## src/rtl/assignment_update_controller_pkg.sv

```systemverilog
// Shared types and default widths for the assignment update controller.
package assignment_update_controller_pkg;

    typedef enum logic {
        IDLE          = 1'b0,
        WAIT_DECISION = 1'b1
    } auc_state_e;

    localparam int unsigned DEFAULT_INT_INDEX_WIDTH  = 2;
    localparam int unsigned DEFAULT_BOOL_INDEX_WIDTH = 2;
    localparam int unsigned DEFAULT_INT_WIDTH        = 4;
    localparam int unsigned DEFAULT_BOOL_WIDTH       = 2;
    localparam int unsigned DEFAULT_COUNTER_WIDTH    = 16;

endpackage

```

## src/rtl/assignment_update_controller_update_assignment.sv

```systemverilog
// Combinational slot replacement: the committed vector with one integer slot overwritten.
module UpdateAssignment
    import assignment_update_controller_pkg::*;
#(
    parameter int unsigned INDEX_WIDTH = DEFAULT_INT_INDEX_WIDTH,
    parameter int unsigned INT_WIDTH   = DEFAULT_INT_WIDTH
) (
    input  logic [INDEX_WIDTH-1:0]                   in_variable_index,
    input  logic [INT_WIDTH-1:0]                     in_value,
    input  logic [INT_WIDTH*(2**INDEX_WIDTH)-1:0]    in_integer_assignment,
    output logic [INT_WIDTH*(2**INDEX_WIDTH)-1:0]    out_proposed_integer_assignment
);

    localparam int unsigned NI = 2**INDEX_WIDTH;

    always_comb begin
        out_proposed_integer_assignment = in_integer_assignment;
        for (int unsigned j = 0; j < NI; j++) begin
            if (INDEX_WIDTH'(j) == in_variable_index) begin
                out_proposed_integer_assignment[j*INT_WIDTH +: INT_WIDTH] = in_value;
            end
        end
    end

endmodule

```

## src/rtl/assignment_update_controller.sv

```systemverilog
// Move/decide controller over a committed integer/boolean assignment.
// Optional statistics counters enabled by defining ASSIGNMENT_UPDATE_STATS_EN.
module assignment_update_controller
    import assignment_update_controller_pkg::*;
#(
    parameter int unsigned MAXIMUM_BIT_WIDTH_OF_INTEGER_VARIABLE_INDEX = DEFAULT_INT_INDEX_WIDTH,
    parameter int unsigned MAXIMUM_BIT_WIDTH_OF_BOOLEAN_VARIABLE_INDEX = DEFAULT_BOOL_INDEX_WIDTH,
    parameter int unsigned MAXIMUM_BIT_WIDTH_OF_INTEGER_VARIABLE       = DEFAULT_INT_WIDTH,
    parameter int unsigned MAXIMUM_BIT_WIDTH_OF_BOOLEAN_VARIABLE       = DEFAULT_BOOL_WIDTH,
    parameter int unsigned COUNTER_WIDTH                               = DEFAULT_COUNTER_WIDTH,
    localparam int unsigned IXW = MAXIMUM_BIT_WIDTH_OF_INTEGER_VARIABLE_INDEX,
    localparam int unsigned IW  = MAXIMUM_BIT_WIDTH_OF_INTEGER_VARIABLE,
    localparam int unsigned BW  = MAXIMUM_BIT_WIDTH_OF_BOOLEAN_VARIABLE,
    localparam int unsigned NI  = 2**MAXIMUM_BIT_WIDTH_OF_INTEGER_VARIABLE_INDEX,
    localparam int unsigned NB  = 2**MAXIMUM_BIT_WIDTH_OF_BOOLEAN_VARIABLE_INDEX
) (
    input  logic                     in_clk,
    input  logic                     in_reset_n,
    input  logic                     in_load,
    input  logic [IW*NI-1:0]         in_init_integer_assignment,
    input  logic [BW*NB-1:0]         in_init_boolean_assignment,
    input  logic                     in_move_valid,
    output logic                     out_move_ready,
    input  logic [IXW-1:0]           in_variable_index,
    input  logic [IW-1:0]            in_new_assignment_for_variable,
    output logic                     out_proposal_valid,
    output logic [IW*NI-1:0]         out_proposed_integer_assignment,
    input  logic                     in_decision_valid,
    input  logic                     in_decision_accept,
    output logic [IW*NI-1:0]         out_integer_assignment,
    output logic [BW*NB-1:0]         out_boolean_assignment,
    output logic [COUNTER_WIDTH-1:0] out_move_count,
    output logic [COUNTER_WIDTH-1:0] out_accept_count
);

    auc_state_e        state_q;
    logic [IW*NI-1:0]  int_q;
    logic [BW*NB-1:0]  bool_q;
    logic [IXW-1:0]    index_q;
    logic [IW-1:0]     value_q;
    logic [IW*NI-1:0]  replaced;
    logic              decide;

    UpdateAssignment #(
        .INDEX_WIDTH (IXW),
        .INT_WIDTH   (IW)
    ) u_update (
        .in_variable_index               (index_q),
        .in_value                        (value_q),
        .in_integer_assignment           (int_q),
        .out_proposed_integer_assignment (replaced)
    );

    assign out_move_ready                  = (state_q == IDLE) && !in_load;
    assign out_proposal_valid              = (state_q == WAIT_DECISION);
    assign out_proposed_integer_assignment = (state_q == WAIT_DECISION) ? replaced : int_q;
    assign out_integer_assignment          = int_q;
    assign out_boolean_assignment          = bool_q;
    // A decision only counts when load is not pre-empting it.
    assign decide = (state_q == WAIT_DECISION) && in_decision_valid && !in_load;

    always_ff @(posedge in_clk) begin
        if (!in_reset_n) begin
            state_q <= IDLE;
            int_q   <= '0;
            bool_q  <= '0;
            index_q <= '0;
            value_q <= '0;
        end else if (in_load) begin
            state_q <= IDLE;
            int_q   <= in_init_integer_assignment;
            bool_q  <= in_init_boolean_assignment;
        end else begin
            case (state_q)
                IDLE: begin
                    if (in_move_valid) begin
                        index_q <= in_variable_index;
                        value_q <= in_new_assignment_for_variable;
                        state_q <= WAIT_DECISION;
                    end
                end
                WAIT_DECISION: begin
                    if (in_decision_valid) begin
                        if (in_decision_accept) begin
                            int_q <= replaced;
                        end
                        state_q <= IDLE;
                    end
                end
                default: state_q <= IDLE;
            endcase
        end
    end

`ifdef ASSIGNMENT_UPDATE_STATS_EN
    logic [COUNTER_WIDTH-1:0] move_count_q;
    logic [COUNTER_WIDTH-1:0] accept_count_q;

    always_ff @(posedge in_clk) begin
        if (!in_reset_n) begin
            move_count_q   <= '0;
            accept_count_q <= '0;
        end else if (decide) begin
            if (move_count_q != '1) begin
                move_count_q <= move_count_q + 1'b1;
            end
            if (in_decision_accept && (accept_count_q != '1)) begin
                accept_count_q <= accept_count_q + 1'b1;
            end
        end
    end

    assign out_move_count   = move_count_q;
    assign out_accept_count = accept_count_q;
`else
    logic unused_decide;
    assign unused_decide    = decide;
    assign out_move_count   = '0;
    assign out_accept_count = '0;
`endif

endmodule

```

## config.mk

```make
export PLATFORM = sky130hd
export DESIGN_NAME = assignment_update_controller
export DESIGN_NICKNAME = d
export VERILOG_FILES = /design/src/rtl/assignment_update_controller_pkg.sv /design/src/rtl/assignment_update_controller_update_assignment.sv /design/src/rtl/assignment_update_controller.sv
export SDC_FILE = /design/constraint.sdc
export NUM_CORES = 1
export LEC_CHECK = 0
export CORE_MARGIN = 3
export CORE_UTILIZATION = 35
export DETAILED_ROUTE_END_ITERATION = 16
export PLACE_DENSITY = 0.76
export SKIP_LAST_GASP = 1
export SLEW_MARGIN = 20
export SYNTH_ARGS = -nofsm -noshare
export SYNTH_HDL_FRONTEND = slang
export SYNTH_SLANG_ARGS = --single-unit
```

## constraint.sdc

```tcl
create_clock -name in_clk -period 3.1 [get_ports in_clk]
set_input_delay 0.465 -clock in_clk [delete_from_list [all_inputs] [get_ports in_clk]]
set_output_delay 0.465 -clock in_clk [all_outputs]
set_load 0.05 [all_outputs]
```

==> run summary <==
Top Ports: 110
Die W: 78.3 µm
Routability Congestion: 0.726
CTS buffer count: 5
global-route wire length before repair: 7510 µm
Clk network pwr share: 26.2%
Crit-path slowest cell: clkdlybuf4s50_1
crit path kind: reg2out
initial core utilization: 37.5%
Largest stage delay, worst path: 800 ps
leakage power: 1.03 nW
Yosys cell types: 24
run status: completed
pre-CTS WS: 545 ps
max cap viols: 0
dominant synthesized flop cell: dfxtp_1
Logic pwr share: 36.0%
final wirelength: 4850 µm
most area-consuming cells after synthesis: dfxtp_1, mux2i_1, buf_4, a32oi_1, nor2b_1
GRT Total Usage: 15.9%
crit end category: output pin
dpl cell area: 0.00250 mm²
Synth-to-Final Area Change: 41.1%
most numerous cell in the Yosys netlist: buf_4
drc violations: 0
# setup viols final: 0
post-synthesis sequential area ratio: 33.9%
# diodes: 0
Synth Area per Inst: 9.44 µm²
Slew Limit Headroom: 62.2%
Synth async-reset ratio: 0%
clock slew at reported path FFs: 70 ps
total power: 1.18 mW
Max Clk Rate: 348 MHz
critical hold path startpoint: out_boolean_assignment[4]
worst slew pin tran: 566 ps
initial antenna violation count: 0
CTS root buffer: clkbuf_8
setup TNS: 0 ps
YS warnings: 0
TritonRoute pass-1 iters: 4
family with the most delay on the worst path: buffers and inverters
RR Startpoint: index_q[1]
pin count of the biggest net entering global routing: 23
CP startpoint: index_q[1]
NetSw: 0.458 mW
Hold Path Class: reg2reg
later-pin clock latency in the skew report: 290 ps
Hold Buf Count CTS: 0
top post-synthesis cells by count: buf_4, dfxtp_1, mux2i_1
area leader, netlist: dfxtp_1
RSZ-0062 raised after global routing: false
Multi-input gate area: 0.00101 mm²
Vias/cell: 4.68
endpoints failing hold: 0
routed vias: 1568
# placed instances: 327
Final ANT Viol Nets: 0
number of setup buffers added after CTS: 0
Die ar.: 0.00613 mm²
grt total ovfl: 0
Layout fillers: 473
clk buf depth: 2
final core occ: 52.9%
Port Buffers: 77
final HPWL from detailed placement: 3450 µm
switch share: 38.9%
critical path data arrival time: 2410 ps
nets@finish: 303
crit-path cells: nor2b_1, nand2_1, mux2_2, clkdlybuf4s50_1
Setup Skew: 5.68 ps
FF+latch area: 621 µm²
final cycle utilization of the critical path: 92.6%
Final Worst Setup Slack: 229 ps
register share of total power: 37.8%
final instance area: 0.00258 mm²
Bufs and invs on worst path: 1
wire per inst: 14.5 µm
vias in the first global route: 1478
clock period minus worst slack: 2870 ps
CP startpoint kind: flip-flop
synthesized area: 0.00183 mm²
post-cts resize count: 0
Hold WS: 518 ps
Non-Filler Instances: 335
CP max FO: 6
synthesis-stage register bit count: 31
DRT iter0 DRCs: 75
number of placement rows: 25
Internal: 0.719 mW
Power Dens Cells: 455 mW/mm²
Req. time, crit path: 2630 ps
layout cells sized above 1: 9.33%
area of the core: 0.00488 mm²
Peak VDD IR: 0.000247 V
die height: 78.3 µm
Post-synth EDFFs: 0
CTS tree: yes
# clock sinks: 31
Max H-tree Level: 2
Yosys top cell area share: 33.9%
Synth Instances: 194
Final Max Slew Viols: 0
==> sequential cells by signal, summed over array words and instances, names as in the netlist <==
| name | count |
|---|---|
| index_q | 2 |
| out_boolean_assignment | 8 |
| out_integer_assignment | 16 |
| out_proposal_valid | 1 |
| value_q | 4 |
==> layout by cell type, fill, tap and decap left out, types with 5 or more instances in the layout <==
cell,count
a21oi_1,8
a32oi_1,16
buf_4,5
clkbuf_8,5
clkdlybuf4s50_1,75
conb_1,32
dfxtp_1,31
mux2_2,8
mux2i_1,31
nor2_1,9
nor2b_1,16
o21ai_0,12
==> cell families (layout without fill, tap and decap cells) <==
| family | after synthesis | in the layout | share of synthesized area, % |
|---|---|---|---|
| mux | 39 | 39 | 21.9 |
| flops | 31 | 31 | 33.9 |
| buf+inv | 46 | 89 | 17.5 |
| simple gates | 37 | 37 | 12.3 |
| compound gates | 40 | 40 | 14.2 |
| other cells | 1 | 32 | 0.205 |
==> worst paths after layout <==
kind | slack, ps | endpoint | depth (start not counted)
setup / recovery | 230 | out_proposed_integer_assignment[10] | 4
hold / removal | 520 | out_boolean_assignment[4] | 2
setup reg to reg | 1640 | out_integer_assignment[8] | 3
hold reg to reg | 520 | out_boolean_assignment[4] | 2
==> worst register-to-register path, delay by kind of cell (launching register included) <==
family	cells	cell delay [ps]
flops	1	410
simple gates	1	510
mux	1	330
compound gates	1	100
==> layer usage <==
layer  GRT usage, %  routed length (µm)  vias up
met1           20.6                2260      718
met3           5.73                 338       10
met5              0                   0        -
met2           24.5                2180       74
li1               -                   -      766
met4           5.07                  73        0
==> area by class of cell <==
class	count	share of cell area (%)
clock buffer	7	2.95
clock inverter	1	0.194
inverter	1	0.145
multi-input combinational	148	38.9
sequential	31	24.0
tap	67	3.24
timing repair buffer	80	30.5
==> power groups by stage <==
stage | Clock [mW] | Sequential, mW | Combinational [mW]
4_1_cts | 0.315 | 0.445 | 0.424
5_1_grt | 0.335 | 0.449 | 0.443
6_report | 0.308 | 0.445 | 0.423
3_3_place_gp | 0 | 0.453 | 0.421
2_1_floorplan | 0 | 0.515 | 0.262
3_5_place_dp | 0 | 0.454 | 0.422
Power figures use the tool's default switching activity.
